**config.mk**
```make
export PLATFORM = sky130hd
export DESIGN_NAME = control_state_monitor_flat
export DESIGN_NICKNAME = d
export VERILOG_FILES = /design/src/rtl/control_state_monitor_if.sv /design/src/rtl/control_state_monitor.sv /design/src/flat_wrapper.sv
export SDC_FILE = /design/constraint.sdc
export NUM_CORES = 1
export LEC_CHECK = 0
export ABC_AREA = 1
export CAP_MARGIN = 20
export CORE_AREA = 2 2 72 81
export CTS_CLUSTER_DIAMETER = 200
export CTS_CLUSTER_SIZE = 16
export DETAILED_ROUTE_END_ITERATION = 10
export DIE_AREA = 0 0 74 83
export GPL_ROUTABILITY_DRIVEN = 0
export PLACE_DENSITY = 0.82
export SETUP_SLACK_MARGIN = 0.1
export SLEW_MARGIN = 0
export SYNTH_ARGS = -nofsm -noshare
export SYNTH_HDL_FRONTEND = slang
export SYNTH_SLANG_ARGS = --single-unit
```
**constraint.sdc**
```tcl
create_clock -name clk -period 4.03 [get_ports clk]
set_input_delay 0.403 -clock clk [delete_from_list [all_inputs] [get_ports clk]]
set_output_delay 0.403 -clock clk [all_outputs]
set_load 0.05 [all_outputs]
```
**src/rtl/control_state_monitor_if.sv**
```systemverilog
// Bundle between the Control FSM (master drives state/opcode) and its monitor (slave reports).
// STATE_MON_PERF_EN adds the total_cycles / stall_events performance counters.
interface control_state_monitor_if #(
  parameter int CNT_W = 16
);
  logic [3:0]       state;
  logic [5:0]       opcode;
  logic             retire;
  logic [2:0]       retire_class;
  logic [5:0]       retire_opcode;
  logic [3:0]       retire_cycles;
  logic [CNT_W-1:0] retire_count;
  logic             illegal;
  logic             error_sticky;
  logic [3:0]       err_prev_state;
  logic [3:0]       err_state;
`ifdef STATE_MON_PERF_EN
  logic [CNT_W-1:0] total_cycles;
  logic [CNT_W-1:0] stall_events;

  modport master (
    output state, opcode,
    input  retire, retire_class, retire_opcode, retire_cycles, retire_count,
    input  illegal, error_sticky, err_prev_state, err_state, total_cycles, stall_events
  );
  modport slave (
    input  state, opcode,
    output retire, retire_class, retire_opcode, retire_cycles, retire_count,
    output illegal, error_sticky, err_prev_state, err_state, total_cycles, stall_events
  );
`else
  modport master (
    output state, opcode,
    input  retire, retire_class, retire_opcode, retire_cycles, retire_count,
    input  illegal, error_sticky, err_prev_state, err_state
  );
  modport slave (
    input  state, opcode,
    output retire, retire_class, retire_opcode, retire_cycles, retire_count,
    output illegal, error_sticky, err_prev_state, err_state
  );
`endif
endinterface

```
**src/rtl/control_state_monitor.sv**
```systemverilog
// Passive monitor of the multicycle Control FSM: reports retirements and illegal transitions.
// Optional macro STATE_MON_PERF_EN enables total_cycles and stall_events counters.
module control_state_monitor #(
  parameter int CNT_W = 16
) (
  input  logic                   clk,
  input  logic                   reset,
  control_state_monitor_if.slave mon
);

  typedef enum logic [3:0] {
    S_IF     = 4'd0,  S_RF   = 4'd1,  S_IMM3 = 4'd2, S_ALUR3 = 4'd3,
    S_ALURI3 = 4'd4,  S_ALU4 = 4'd5,  S_BR3  = 4'd6, S_MEM3  = 4'd7,
    S_LD4    = 4'd8,  S_ST4  = 4'd9,  S_LD5  = 4'd10, S_J3   = 4'd11
  } state_e;

  localparam logic [2:0] C_R = 3'd0, C_RI = 3'd1, C_BR = 3'd2, C_LD = 3'd3,
                         C_ST = 3'd4, C_J = 3'd5, C_LDI = 3'd6;

  function automatic logic legal_edge(input logic [3:0] prv, input logic [3:0] nxt);
    logic ok;
    ok = 1'b0;
    case (prv)
      S_IF:            ok = (nxt == S_RF) || (nxt == S_IMM3);
      S_RF:            ok = (nxt == S_IMM3) || (nxt == S_ALUR3) || (nxt == S_ALURI3) ||
                            (nxt == S_BR3) || (nxt == S_MEM3) || (nxt == S_J3);
      S_ALUR3,
      S_ALURI3:        ok = (nxt == S_ALU4);
      S_MEM3:          ok = (nxt == S_LD4) || (nxt == S_ST4);
      S_LD4:           ok = (nxt == S_LD5);
      S_IMM3, S_ALU4, S_BR3,
      S_ST4, S_LD5, S_J3: ok = (nxt == S_IF);
      default:         ok = 1'b0;
    endcase
    return ok;
  endfunction

  function automatic logic [2:0] term_class(input logic [3:0] prv, input logic ri);
    logic [2:0] c;
    c = C_R;
    case (prv)
      S_ALU4:  c = ri ? C_RI : C_R;
      S_BR3:   c = C_BR;
      S_LD5:   c = C_LD;
      S_ST4:   c = C_ST;
      S_J3:    c = C_J;
      S_IMM3:  c = C_LDI;
      default: c = C_R;
    endcase
    return c;
  endfunction

`ifdef STATE_MON_PERF_EN
  // LDI is held to the longer RF path so the IMM3 shortcut never counts as a stall.
  function automatic logic [3:0] expected_cycles(input logic [2:0] cls);
    logic [3:0] e;
    case (cls)
      C_R, C_RI, C_ST: e = 4'd4;
      C_BR, C_J, C_LDI: e = 4'd3;
      C_LD:            e = 4'd5;
      default:         e = 4'd15;
    endcase
    return e;
  endfunction
`endif

  logic [3:0]       r_prev_state;
  logic             r_prev_valid;
  logic [3:0]       r_cyc;
  logic             r_track;
  logic             r_ri;
  logic [5:0]       r_op;
  logic             r_retire;
  logic [2:0]       r_class;
  logic [5:0]       r_ret_op;
  logic [3:0]       r_ret_cyc;
  logic [CNT_W-1:0] r_count;
  logic             r_illegal;
  logic             r_sticky;
  logic [3:0]       r_err_prev;
  logic [3:0]       r_err_state;
`ifdef STATE_MON_PERF_EN
  logic [CNT_W-1:0] r_total;
  logic [CNT_W-1:0] r_stall;
`endif

  logic [3:0] w_state;
  logic       w_illegal;
  logic       w_retire;
  logic [2:0] w_class;

  // Stage p0: classify the edge from the previous sample to the current one
  assign w_state   = mon.state;
  assign w_illegal = r_prev_valid && !legal_edge(r_prev_state, w_state);
  assign w_retire  = r_prev_valid && !w_illegal && (w_state == S_IF) && r_track;
  assign w_class   = term_class(r_prev_state, r_ri);

  // Stage p1: registered reporting; r_track gates retirement until an IF is seen
  always_ff @(posedge clk) begin
    if (reset) begin
      r_prev_state <= S_IF;
      r_prev_valid <= 1'b0;
      r_cyc        <= 4'd0;
      r_track      <= 1'b0;
      r_ri         <= 1'b0;
      r_op         <= 6'd0;
      r_retire     <= 1'b0;
      r_class      <= 3'd0;
      r_ret_op     <= 6'd0;
      r_ret_cyc    <= 4'd0;
      r_count      <= '0;
      r_illegal    <= 1'b0;
      r_sticky     <= 1'b0;
      r_err_prev   <= 4'd0;
      r_err_state  <= 4'd0;
`ifdef STATE_MON_PERF_EN
      r_total      <= '0;
      r_stall      <= '0;
`endif
    end else begin
      r_prev_state <= w_state;
      r_prev_valid <= 1'b1;
      if (w_state == S_IF)
        r_cyc <= 4'd1;
      else if (r_cyc != 4'd15)
        r_cyc <= r_cyc + 4'd1;
      if ((w_state == S_ALUR3) || (w_state == S_ALURI3))
        r_ri <= (w_state == S_ALURI3);
      if (r_prev_valid && (r_prev_state == S_IF) && (w_state != S_IF))
        r_op <= mon.opcode;
      if (w_state == S_IF)
        r_track <= 1'b1;
      else if (w_illegal)
        r_track <= 1'b0;
      r_retire  <= w_retire;
      r_illegal <= w_illegal;
      if (w_retire) begin
        r_class   <= w_class;
        r_ret_op  <= r_op;
        r_ret_cyc <= r_cyc;
        r_count   <= r_count + CNT_W'(1);
      end
      if (w_illegal && !r_sticky) begin
        r_sticky    <= 1'b1;
        r_err_prev  <= r_prev_state;
        r_err_state <= w_state;
      end
`ifdef STATE_MON_PERF_EN
      r_total <= r_total + CNT_W'(1);
      if (w_retire && (r_cyc > expected_cycles(w_class)))
        r_stall <= r_stall + CNT_W'(1);
`endif
    end
  end

  assign mon.retire         = r_retire;
  assign mon.retire_class   = r_class;
  assign mon.retire_opcode  = r_ret_op;
  assign mon.retire_cycles  = r_ret_cyc;
  assign mon.retire_count   = r_count;
  assign mon.illegal        = r_illegal;
  assign mon.error_sticky   = r_sticky;
  assign mon.err_prev_state = r_err_prev;
  assign mon.err_state      = r_err_state;
`ifdef STATE_MON_PERF_EN
  assign mon.total_cycles   = r_total;
  assign mon.stall_events   = r_stall;
`endif

endmodule

```
**src/flat_wrapper.sv**
```systemverilog
// flat-port wrapper written by rule: the top's interface ports become plain ports
module control_state_monitor_flat 
#(
  parameter int CNT_W = 16
)
  (clk, reset, mon_state, mon_opcode, mon_retire, mon_retire_class, mon_retire_opcode, mon_retire_cycles, mon_retire_count, mon_illegal, mon_error_sticky, mon_err_prev_state, mon_err_state);
  control_state_monitor_if #(.CNT_W(CNT_W)) mon_i ();
  input  logic clk;
  input  logic reset;
  input wire logic [$bits(mon_i.state)-1:0] mon_state;
  input wire logic [$bits(mon_i.opcode)-1:0] mon_opcode;
  output wire logic [$bits(mon_i.retire)-1:0] mon_retire;
  output wire logic [$bits(mon_i.retire_class)-1:0] mon_retire_class;
  output wire logic [$bits(mon_i.retire_opcode)-1:0] mon_retire_opcode;
  output wire logic [$bits(mon_i.retire_cycles)-1:0] mon_retire_cycles;
  output wire logic [$bits(mon_i.retire_count)-1:0] mon_retire_count;
  output wire logic [$bits(mon_i.illegal)-1:0] mon_illegal;
  output wire logic [$bits(mon_i.error_sticky)-1:0] mon_error_sticky;
  output wire logic [$bits(mon_i.err_prev_state)-1:0] mon_err_prev_state;
  output wire logic [$bits(mon_i.err_state)-1:0] mon_err_state;
  assign mon_i.state = mon_state;
  assign mon_i.opcode = mon_opcode;
  assign mon_retire = mon_i.retire;
  assign mon_retire_class = mon_i.retire_class;
  assign mon_retire_opcode = mon_i.retire_opcode;
  assign mon_retire_cycles = mon_i.retire_cycles;
  assign mon_retire_count = mon_i.retire_count;
  assign mon_illegal = mon_i.illegal;
  assign mon_error_sticky = mon_i.error_sticky;
  assign mon_err_prev_state = mon_i.err_prev_state;
  assign mon_err_state = mon_i.err_state;
  control_state_monitor #(.CNT_W(CNT_W)) u_core (.clk(clk), .reset(reset), .mon(mon_i));
endmodule
```
==> metrics.md <==
| Metric | Value |
|---|---|
| Run status | complete, no violations |
| Met3 GRT Util | 6.43% |
| TritonCTS clock tree | yes |
| Post-DP HPWL | 4.38 mm |
| Final #Nets | 489 |
| Post-synthesis cell count | 425 |
| Via count | 2717 |
| Async SR Flop Fraction | 0% |
| Root buf cell | clkbuf_8 |
| Crit path from | mon_state[1] |
| # clock sinks | 57 |
| Critical path class | in -> reg |
| Clock latency on the worst-skew pair | 0.33 ns |
| Max Slew Vio Count | 0 |
| Static leakage | 1.50 nW |
| Endpoint type of the worst setup path | flip-flop |
| Routed Antenna Nets | 0 |
| Global route hottest layer | met2 |
| Pwr/cell area | 370 mW/mm2 |
| Final Hold Slack | 0.456 ns |
| Grt met1 use | 26.4% |
| Peak VDD IR | 0.000228 V |
| Final Hold Vio Count | 0 |
| Overall Global Routing Usage | 21.6% |
| RR Startpoint | u_core.r_prev_state[0] |
| Finished Core Util | 68.0% |
| Total power | 0.00133 W |
| Setup TNS | 0 ns |
| Pre-CTS setup slack | 1.61 ns |
| Sequential share of the synthesized area | 40.2% |
| Worst-margin pin slew | 0.887 ns |
| Crit path max fanout | 18 |
| Gates resized, CTS repair | 0 |
| Met2 Use GR | 34.8% |
| Post-Syn Nets | 439 |
| Residual DRC | 0 |
| Period utilisation layout | 52.2% |
| Maximum clock rate | 0.475 GHz |
| CTS Buf Count | 9 |
| Share of the synthesized area in the top cell type | 40.2% |
| Pin count of the biggest net entering global routing | 33 |
| Post-synth EDFFs | 0 |
| Final setup violation count | 0 |
| Final WS setup | 1.92 ns |
| Commonest non-fill, non-tap cell in the layout | nand2_1 |
| Wire per inst | 11.1 um |
| Die height | 83 um |
| Hold crit path type | reg -> reg |
| Mapped Area | 0.00284 mm2 |
| IO Port Bufs | 51 |
| Synth Register Bits | 57 |
| Worst Path Required | 4.31 ns |
| Starting Density | 53.6% |
| Synth cell types | 29 |
| WP data arrival | 2.39 ns |
| Most frequent cells in the layout | nand2_1 (110), nor2_1 (74), dfxtp_1 (57), clkdlybuf4s50_1 (51), inv_1 (49) |
| Ranking of synthesized cells by area | dfxtp_1 (40%), nand2_1 (15%), nor2_1 (9.8%), inv_1 (6.5%), nand3_1 (5.6%) |
| Worst hold start | u_core.r_op[5] |
| Ys flop type | dfxtp_1 |
| Area leader, netlist | dfxtp_1 |
| Buffer count from post-CTS setup fixing | 0 |
| Initial DRC Count | 178 |
| Critical Path Start Type | input pin |
| Synthesis-to-finish area growth | 26.9% |
| Die area | 0.00614 mm2 |
| Syn avg cell area | 6.67 um2 |
| Hold buffers post-CTS | 0 |
| Share of cells above drive strength 1 | 7.92% |
| Global route total overflow | 0 |
| Io pins | 52 |
| Drt total wl | 6.14 mm |
| Vias per cell | 4.90 |
| RSZ-0062 raised after global routing | no |
| Final Skew | 0.00672 ns |
| Rows | 28 |
| H-tree depth | 3 |
| Core ar. | 0.00529 mm2 |
| Vias in the first global route | 2453 |
| Fill cells | 439 |
| Min Clock Period, post-route | 2.11 ns |
| Die Wd | 74 um |
| Max Cap Violations | 0 |
| Yosys warns | 0 |
| Initial antenna violation count | 0 |
| First-pass GRT wire length | 10.5 mm |
| Diode count | 0 |
| Max-Slew Margin vs Limit | 40.8% |
| DRT Pass-1 Iters | 4 |
| CTS Buffer Depth | 2 |
| CTS clk-pin slew, worst paths | 0.06 ns |
## cell type report
class                   instances  area, um2  share of cell area (%)
clock buffers                  15        196                    5.46
clock inverters                 1       30.0                   0.834
inverters                      57        214                    5.95
multi-input cells             298       1410                    39.0
flip-flops and latches         57       1140                    31.7
well taps                      75       93.8                    2.61
repair buffers                 52        518                    14.4
## cell families (layout without fill, tap and decap cells)
logic type,Yosys count,count (layout),synth area share [%]
adders and majority gates,2,2,0.882
buffers and inverters,70,125,10.2
and+or+nand+nor,245,245,37.7
AOI/OAI and AO/OA,40,40,7.59
DFF,57,57,40.2
xor gates and xnor gates,11,11,3.40
## synthesized netlist by cell type (2+ instances only)
cell and count:
buf_6 2, inv_2 7, nand4_1 10, xor2_1 10
nand3_1 32, ha_1 2, nor2_2 3, clkbuf_1 6
nor2_4 2, buf_4 3, a21oi_2 3, nor3_1 7
nor2_1 74, nand3_2 2, a21oi_1 22, dfxtp_1 57
nand2_1 110, inv_1 49, nand3_4 2, o21ai_0 13
## worst max-delay path, stage by stage
cell,delay (ns)
clkdlybuf4s50_1,0.51
nor2_1,0.20
nand2_2,0.13
inv_2,0.07
nand3_1,0.12
inv_1,0.44
nand2_4,0.23
nor2_1,0.16
nand2_1,0.06
nand2_1,0.05
## path summary, 6_finish.rpt
kind                                      end  slack (ns)  depth (start not counted)
hold reg to reg                u_core.r_op[5]        0.46                          2
setup reg to reg  u_core.mon.retire_opcode[3]        2.17                         10
setup / recovery   u_core.mon.retire_class[0]        1.92                         10
hold / removal                 u_core.r_op[5]        0.46                          2
## registers in the layout (all words and copies together), names as in the netlist, 3 cells and up
name / count
u_core.mon.retire_cycles: 4
u_core.mon.retire_count: 16
u_core.r_op: 6
u_core.mon.retire_class: 3
u_core.mon.retire_opcode: 6
u_core.mon.err_prev_state: 4
u_core.r_cyc: 4
u_core.mon.err_state: 4
u_core.r_prev_state: 4
## per-stage QoR
| step | cell area (um2) | instances |
|---|---|---|
| after floorplan | 2840 | 425 |
| after global placement | 3370 | 539 |
| after detailed placement | 3370 | 539 |
| after CTS | 3600 | 555 |
| after global routing | 3600 | 555 |
| final | 3600 | 555 |
## routing by layer
metal,vias up,wire [um]
met5,-,0
met4,0,108
met3,11,386
met2,82,2880
met1,1198,2770
li1,1426,-
## power by group
part	total [W]	leakage, nW	switching, W	internal (W)
clock	0.000583	0.116	0.000213	0.000370
sequential	0.000595	0.464	0.0000125	0.000583
combinational	0.000152	0.920	0.0000995	0.0000520
total	0.00133	1.50	0.000325	0.00101
Power figures use the tool's default switching activity.
